## src/rtl/uart_tx_param_pkg.sv

```systemverilog
// Shared definitions for the parametrised UART transmitter: parity modes,
// frame FSM states and a counter-width helper.
package uart_tx_param_pkg;

  localparam int unsigned PAR_NONE = 0;
  localparam int unsigned PAR_ODD  = 1;
  localparam int unsigned PAR_EVEN = 2;

  typedef enum logic [2:0] {
    ST_IDLE,
    ST_START,
    ST_DATA,
    ST_PAR,
    ST_STOP
  } tx_state_e;

  // Width able to hold 0..n-1, never narrower than one bit.
  function automatic int unsigned cnt_width(input int unsigned n);
    return (n < 2) ? 1 : $clog2(n);
  endfunction

endpackage

```

## src/rtl/uart_baud_tick.sv

```systemverilog
// Bit-period timer: pulses bit_tick_o on the last cycle of every bit period.
// restart_i holds the phase at zero so the first bit starts at acceptance.
module uart_baud_tick
  import uart_tx_param_pkg::*;
#(
  parameter int unsigned BIT_CYC = 10
) (
  input  logic clk,
  input  logic rst_n,
  input  logic restart_i,
  output logic bit_tick_o
);

  localparam int unsigned CW = cnt_width(BIT_CYC);

  logic [CW-1:0] cnt_q, cnt_d;

  assign bit_tick_o = !restart_i && (cnt_q == CW'(BIT_CYC - 1));

  always_comb begin
    cnt_d = cnt_q + CW'(1);
    if (restart_i || bit_tick_o) begin
      cnt_d = '0;
    end
  end

  always_ff @(posedge clk or negedge rst_n) begin
    if (!rst_n) begin
      cnt_q <= '0;
    end else begin
      cnt_q <= cnt_d;
    end
  end

endmodule

```

## src/rtl/uart_tx_param.sv

```systemverilog
// Parametrised UART transmitter: valid/ready word input, start/data/parity/stop
// framing on a registered idle-high line, one-cycle tx_done after each frame.
module uart_tx_param
  import uart_tx_param_pkg::*;
#(
  parameter int unsigned CLK_FREQ  = 50_000_000,
  parameter int unsigned BAUD      = 115_200,
  parameter int unsigned DATA_W    = 8,
  parameter int unsigned PARITY    = 0,
  parameter int unsigned STOP_BITS = 1
) (
  input  logic              clk,
  input  logic              rst_n,
  input  logic              tx_valid,
  input  logic [DATA_W-1:0] tx_data,
  output logic              tx_ready,
  output logic              tx,
  output logic              busy,
  output logic              tx_done
);

  localparam int unsigned BIT_CYC = CLK_FREQ / BAUD;
  localparam int unsigned BW      = cnt_width(DATA_W + 1);

  if (BIT_CYC < 2) begin : g_bit_cyc_chk
    $error("uart_tx_param: CLK_FREQ/BAUD must be at least 2");
  end
  if (DATA_W < 5 || DATA_W > 9) begin : g_data_w_chk
    $error("uart_tx_param: DATA_W must be 5..9");
  end
  if (PARITY > PAR_EVEN) begin : g_parity_chk
    $error("uart_tx_param: PARITY must be 0, 1 or 2");
  end
  if (STOP_BITS < 1 || STOP_BITS > 2) begin : g_stop_chk
    $error("uart_tx_param: STOP_BITS must be 1 or 2");
  end

  tx_state_e         state_q, state_d;
  logic [DATA_W-1:0] shift_q, shift_d;
  logic [BW-1:0]     bit_q, bit_d;
  logic              par_q, par_d;
  logic              tx_q, tx_d;
  logic              done_q, done_d;
  logic              bit_tick;
  logic              restart;

  assign restart = (state_q == ST_IDLE);

  uart_baud_tick #(
    .BIT_CYC(BIT_CYC)
  ) u_baud_tick (
    .clk       (clk),
    .rst_n     (rst_n),
    .restart_i (restart),
    .bit_tick_o(bit_tick)
  );

  always_comb begin
    state_d = state_q;
    shift_d = shift_q;
    bit_d   = bit_q;
    par_d   = par_q;
    done_d  = 1'b0;
    unique case (state_q)
      ST_IDLE: begin
        if (tx_valid) begin
          state_d = ST_START;
          shift_d = tx_data;
          bit_d   = '0;
          // Odd parity inverts the plain XOR so the total 1s count is odd.
          par_d   = (PARITY == PAR_ODD) ? ~^tx_data : ^tx_data;
        end
      end
      ST_START: begin
        if (bit_tick) state_d = ST_DATA;
      end
      ST_DATA: begin
        if (bit_tick) begin
          shift_d = shift_q >> 1;
          if (bit_q == BW'(DATA_W - 1)) begin
            bit_d   = '0;
            state_d = (PARITY != PAR_NONE) ? ST_PAR : ST_STOP;
          end else begin
            bit_d = bit_q + BW'(1);
          end
        end
      end
      ST_PAR: begin
        if (bit_tick) state_d = ST_STOP;
      end
      ST_STOP: begin
        if (bit_tick) begin
          if (bit_q == BW'(STOP_BITS - 1)) begin
            bit_d   = '0;
            state_d = ST_IDLE;
            done_d  = 1'b1;
          end else begin
            bit_d = bit_q + BW'(1);
          end
        end
      end
      default: state_d = ST_IDLE;
    endcase
  end

  // Line level is registered from the current state, so it trails the FSM by one cycle.
  always_comb begin
    tx_d = 1'b1;
    unique case (state_q)
      ST_START: tx_d = 1'b0;
      ST_DATA:  tx_d = shift_q[0];
      ST_PAR:   tx_d = par_q;
      default:  tx_d = 1'b1;
    endcase
  end

  always_ff @(posedge clk or negedge rst_n) begin
    if (!rst_n) begin
      state_q <= ST_IDLE;
      shift_q <= '0;
      bit_q   <= '0;
      par_q   <= 1'b0;
      tx_q    <= 1'b1;
      done_q  <= 1'b0;
    end else begin
      state_q <= state_d;
      shift_q <= shift_d;
      bit_q   <= bit_d;
      par_q   <= par_d;
      tx_q    <= tx_d;
      done_q  <= done_d;
    end
  end

  assign tx_ready = (state_q == ST_IDLE);
  assign busy     = !tx_ready;
  assign tx       = tx_q;
  assign tx_done  = done_q;

endmodule

```

## config.mk

```make
export PLATFORM = sky130hd
export DESIGN_NAME = uart_tx_param
export DESIGN_NICKNAME = d
export VERILOG_FILES = /design/src/rtl/uart_tx_param_pkg.sv /design/src/rtl/uart_baud_tick.sv /design/src/rtl/uart_tx_param.sv
export SDC_FILE = /design/constraint.sdc
export NUM_CORES = 1
export LEC_CHECK = 0
export CAP_MARGIN = 20
export CELL_PAD_IN_SITES_DETAIL_PLACEMENT = 1
export CELL_PAD_IN_SITES_GLOBAL_PLACEMENT = 1
export CORE_ASPECT_RATIO = 1.4
export CORE_MARGIN = 1.5
export CORE_UTILIZATION = 47
export DETAILED_ROUTE_END_ITERATION = 8
export PLACE_DENSITY = 0.91
export SETUP_SLACK_MARGIN = 0.3
export SYNTH_ARGS = -nofsm -noshare
export SYNTH_HDL_FRONTEND = slang
export SYNTH_SLANG_ARGS = --single-unit
```

## constraint.sdc

```tcl
create_clock -name clk -period 2.7 [get_ports clk]
set_clock_uncertainty 0.1 [all_clocks]
set_input_delay 0.27 -clock clk [delete_from_list [all_inputs] [get_ports clk]]
set_output_delay 0.27 -clock clk [all_outputs]
set_load 0.02 [all_outputs]
```

==> qor.csv <==
stage,metric,value,unit
sta,rsz0062_at_grt,no,
cts,cts.clk_slew.worst_paths,0.10,ns
cts,ctsHoldBuffers,0,
yosys,synth_ff_type,dfrtp_1,
sta,setup_tns,0,ns
placed_design,dp.cells,187,
sta,worst-slew-pin-transition,0.4617,ns
yosys,synth_cell_types,40,
floorplanning,die_h,69.46,microns
cts,cts_max_path_buffers,2,
final_layout,layout-drive-gt1-share,18.83,%
yosys,synth_top_area_share,43.88,%
global_routing,grt_pass1_vias,1153,
floorplanning,fp.dieW,50.47,microns
route,num_vias,1081,
cts,h-tree-depth,1,
final_layout,fin_cells,191,
cts,insertion_delay,0.28,ns
setup_path,critPathSlowestCell,clkdlybuf4s50_1,
sta,fmax,0.4513,GHz
setup_path,start_kind,flip-flop,
yosys,synth_area_per_cell,10.67,sq um
setup_path,cp_cell_sequence,"nor3_1, clkdlybuf4s50_1",
yosys,synth_nets,154,
yosys,ys_seq_elements,27,
setup_path,crit_path_end_kind,output pin,
sta,hold_viol,0,
yosys,syn_area,1483,sq um
setup_path,cp.required,2.33,ns
setup_path,critPathBufInv,1,
cts,cts_resized,0,
run_status,status,"finished, final reports clean",
cts,cts-root-buf,clkbuf_8,
final_layout,syn_to_final_growth,15.11,%
global_routing,grt_overflow_total,0,
yosys,synth_edf_count,0,
setup_path,cp_max_fo,13,
cts,clock-sinks,27,
sta,timing.final.max_slew_violations,0,
route,drtIter0Drc,14,
power_and_ir_drop,p_leak,0.0007101,uW
min_path,hold_class,in2async,
floorplanning,ios,15,
route,drt.antenna.violating_nets,0,
floorplanning,start_util,50.51,%
route,wl,3388,microns
yosys,netlist_instances,139,
yosys,netlist_top_cells_count,"dfrtp_1 (26), nor2_1 (18), mux2_2 (14)",
global_routing,grtUsageTotal,21.52,%
yosys,yosysWarnings,0,
yosys,synth_most_common_cell,dfrtp_1,
placed_design,place_congestion,0.7601,
setup_path,path_delay_family,buffers and inverters,
setup_path,cp.arrival,1.85,ns
power_and_ir_drop,ir_drop,0.0003750,V
yosys,synth_seq_area_share,45.65,%
yosys,synth_top_cells_by_area,"dfrtp_1 (44%), mux2_2 (11%), xnor2_1 (7.1%)",
route,avgRoutedWirePerCell,17.74,microns
route,drc,0,
job,maxCapViolations,0,
placed_design,port_buffers,14,
placed_design,place_area,1658,sq um
final_layout,final_cell_area,1707,sq um
route,first_pass_iters,4,
floorplanning,rows,23,
yosys,yosysTopAreaCell,dfrtp_1,
global_routing,grt_max_degree,28,
final_layout,fin_nets,170,
route,via_per_inst,5.660,
sta,hold_slack,0.2576,ns
placed_design,dp_hpwl,2509,microns
cts,cts-buffers-inserted,3,
final_layout,antenna_cells,0,
final_layout,fillerInstances,340,
setup_path,criticalPathCategory,reg2out,
cts,cts_setup_buffers,0,
floorplanning,dieArea,3505,sq um
sta,slew_headroom,69.22,%
yosys,async_flop_share,100.0,%
power_and_ir_drop,power.density,599.5,nW/um^2
sta,setup_viol,0,
sta,min_period_over_period,82.06,%
floorplanning,core-area,2935,sq um
cts,cts_tree,done,
power_and_ir_drop,p_total,1023,uW
global_routing,grt_pass1_wl,5754,microns
global_routing,antenna_found_initial,0,
setup_path,slowest_delay,0.66,ns
sta,final.min_clock_period,2.216,ns
state kept, by name, indices dropped and copies added (netlist names):
name / count
tx: 1
u_baud_tick.cnt_q: 9
shift_q: 8
state_q: 3
tx_done: 1
bit_q: 4
par_q: 1
worst paths after layout:
kind	startpoint	endpoint	slack (ns)	depth (start not counted)
min	rst_n	shift_q[7]$_DFFE_PN0P_	0.26	2
max in group asynchronous	rst_n	tx$_DFF_PN1_	1.95	2
max reg2reg	bit_q[0]$_DFFE_PN0P_	state_q[1]$_DFFE_PN0P_	0.57	6
min reg2reg	shift_q[6]$_DFFE_PN0P_	shift_q[6]$_DFFE_PN0P_	0.42	1
max	state_q[1]$_DFFE_PN0P_	tx_ready	0.48	2
min in group clk	shift_q[6]$_DFFE_PN0P_	shift_q[6]$_DFFE_PN0P_	0.42	1
logic make-up after synthesis:
group / count (synthesis) / synth area share [%]
compound gates: 15 / 7.679
xor+xnor: 15 / 8.861
simple gates: 52 / 19.83
mux: 15 / 11.31
flops: 27 / 45.65
fa+ha+maj: 4 / 3.376
buf+inv: 11 / 3.291
power breakdown:
group | total (uW) | internal, uW | switching (uW)
clock network | 237 | 105 | 132
registers | 564 | 488 | 76.6
logic | 222 | 122 | 99.5
total | 1020 | 715 | 308
stage by stage:
stage	setup slack, ns	util [%]
after floorplan	0.8083	-
after global placement	0.7373	56.48
after detailed placement	0.6453	56.48
after CTS	0.4818	58.14
after global routing	0.3743	58.14
final	0.4843	58.14
layout make-up:
type	instances	area (sq um)	area share [%]
multi-input combinational	101	757.0	44.35
sequential	27	676.9	39.66
timing repair buffer	16	155.1	9.091
tap	37	46.29	2.713
clock buffer	3	41.29	2.419
inverter	6	22.52	1.320
clock inverter	1	7.507	0.4399
cell usage in the layout, fill, tap and decap left out, types with 3 or more instances in the layout:
master / synthesis / layout
clkbuf_8: 0 / 3
clkdlybuf4s50_1: 0 / 14
a21oi_1: 3 / 3
ha_1: 4 / 4
mux2_2: 14 / 14
nand3b_1: 3 / 3
xor2_1: 3 / 3
nor2_1: 18 / 18
nand2_1: 6 / 6
xnor2_1: 12 / 12
nand3_1: 4 / 4
dfrtp_1: 26 / 26
nor3_1: 3 / 3
inv_1: 6 / 6
routing by layer:
metal | vias up | global-route usage [%] | wire (microns)
li1 | 507 | - | -
met1 | 560 | 26.23 | 1399
met2 | 10 | 38.30 | 1912
met3 | 4 | 1.940 | 38
met4 | 0 | 8.108 | 37
met5 | - | 0 | 0
worst reg2reg max path: stages, from the launching register on:
cell	delay, ns
dfrtp_1	0.44
inv_1	0.10
ha_1	0.16
or3b_2	0.50
a22oi_1	0.35
o22ai_1	0.18
a21o_1	0.21
(Power assumes the default switching activity.)
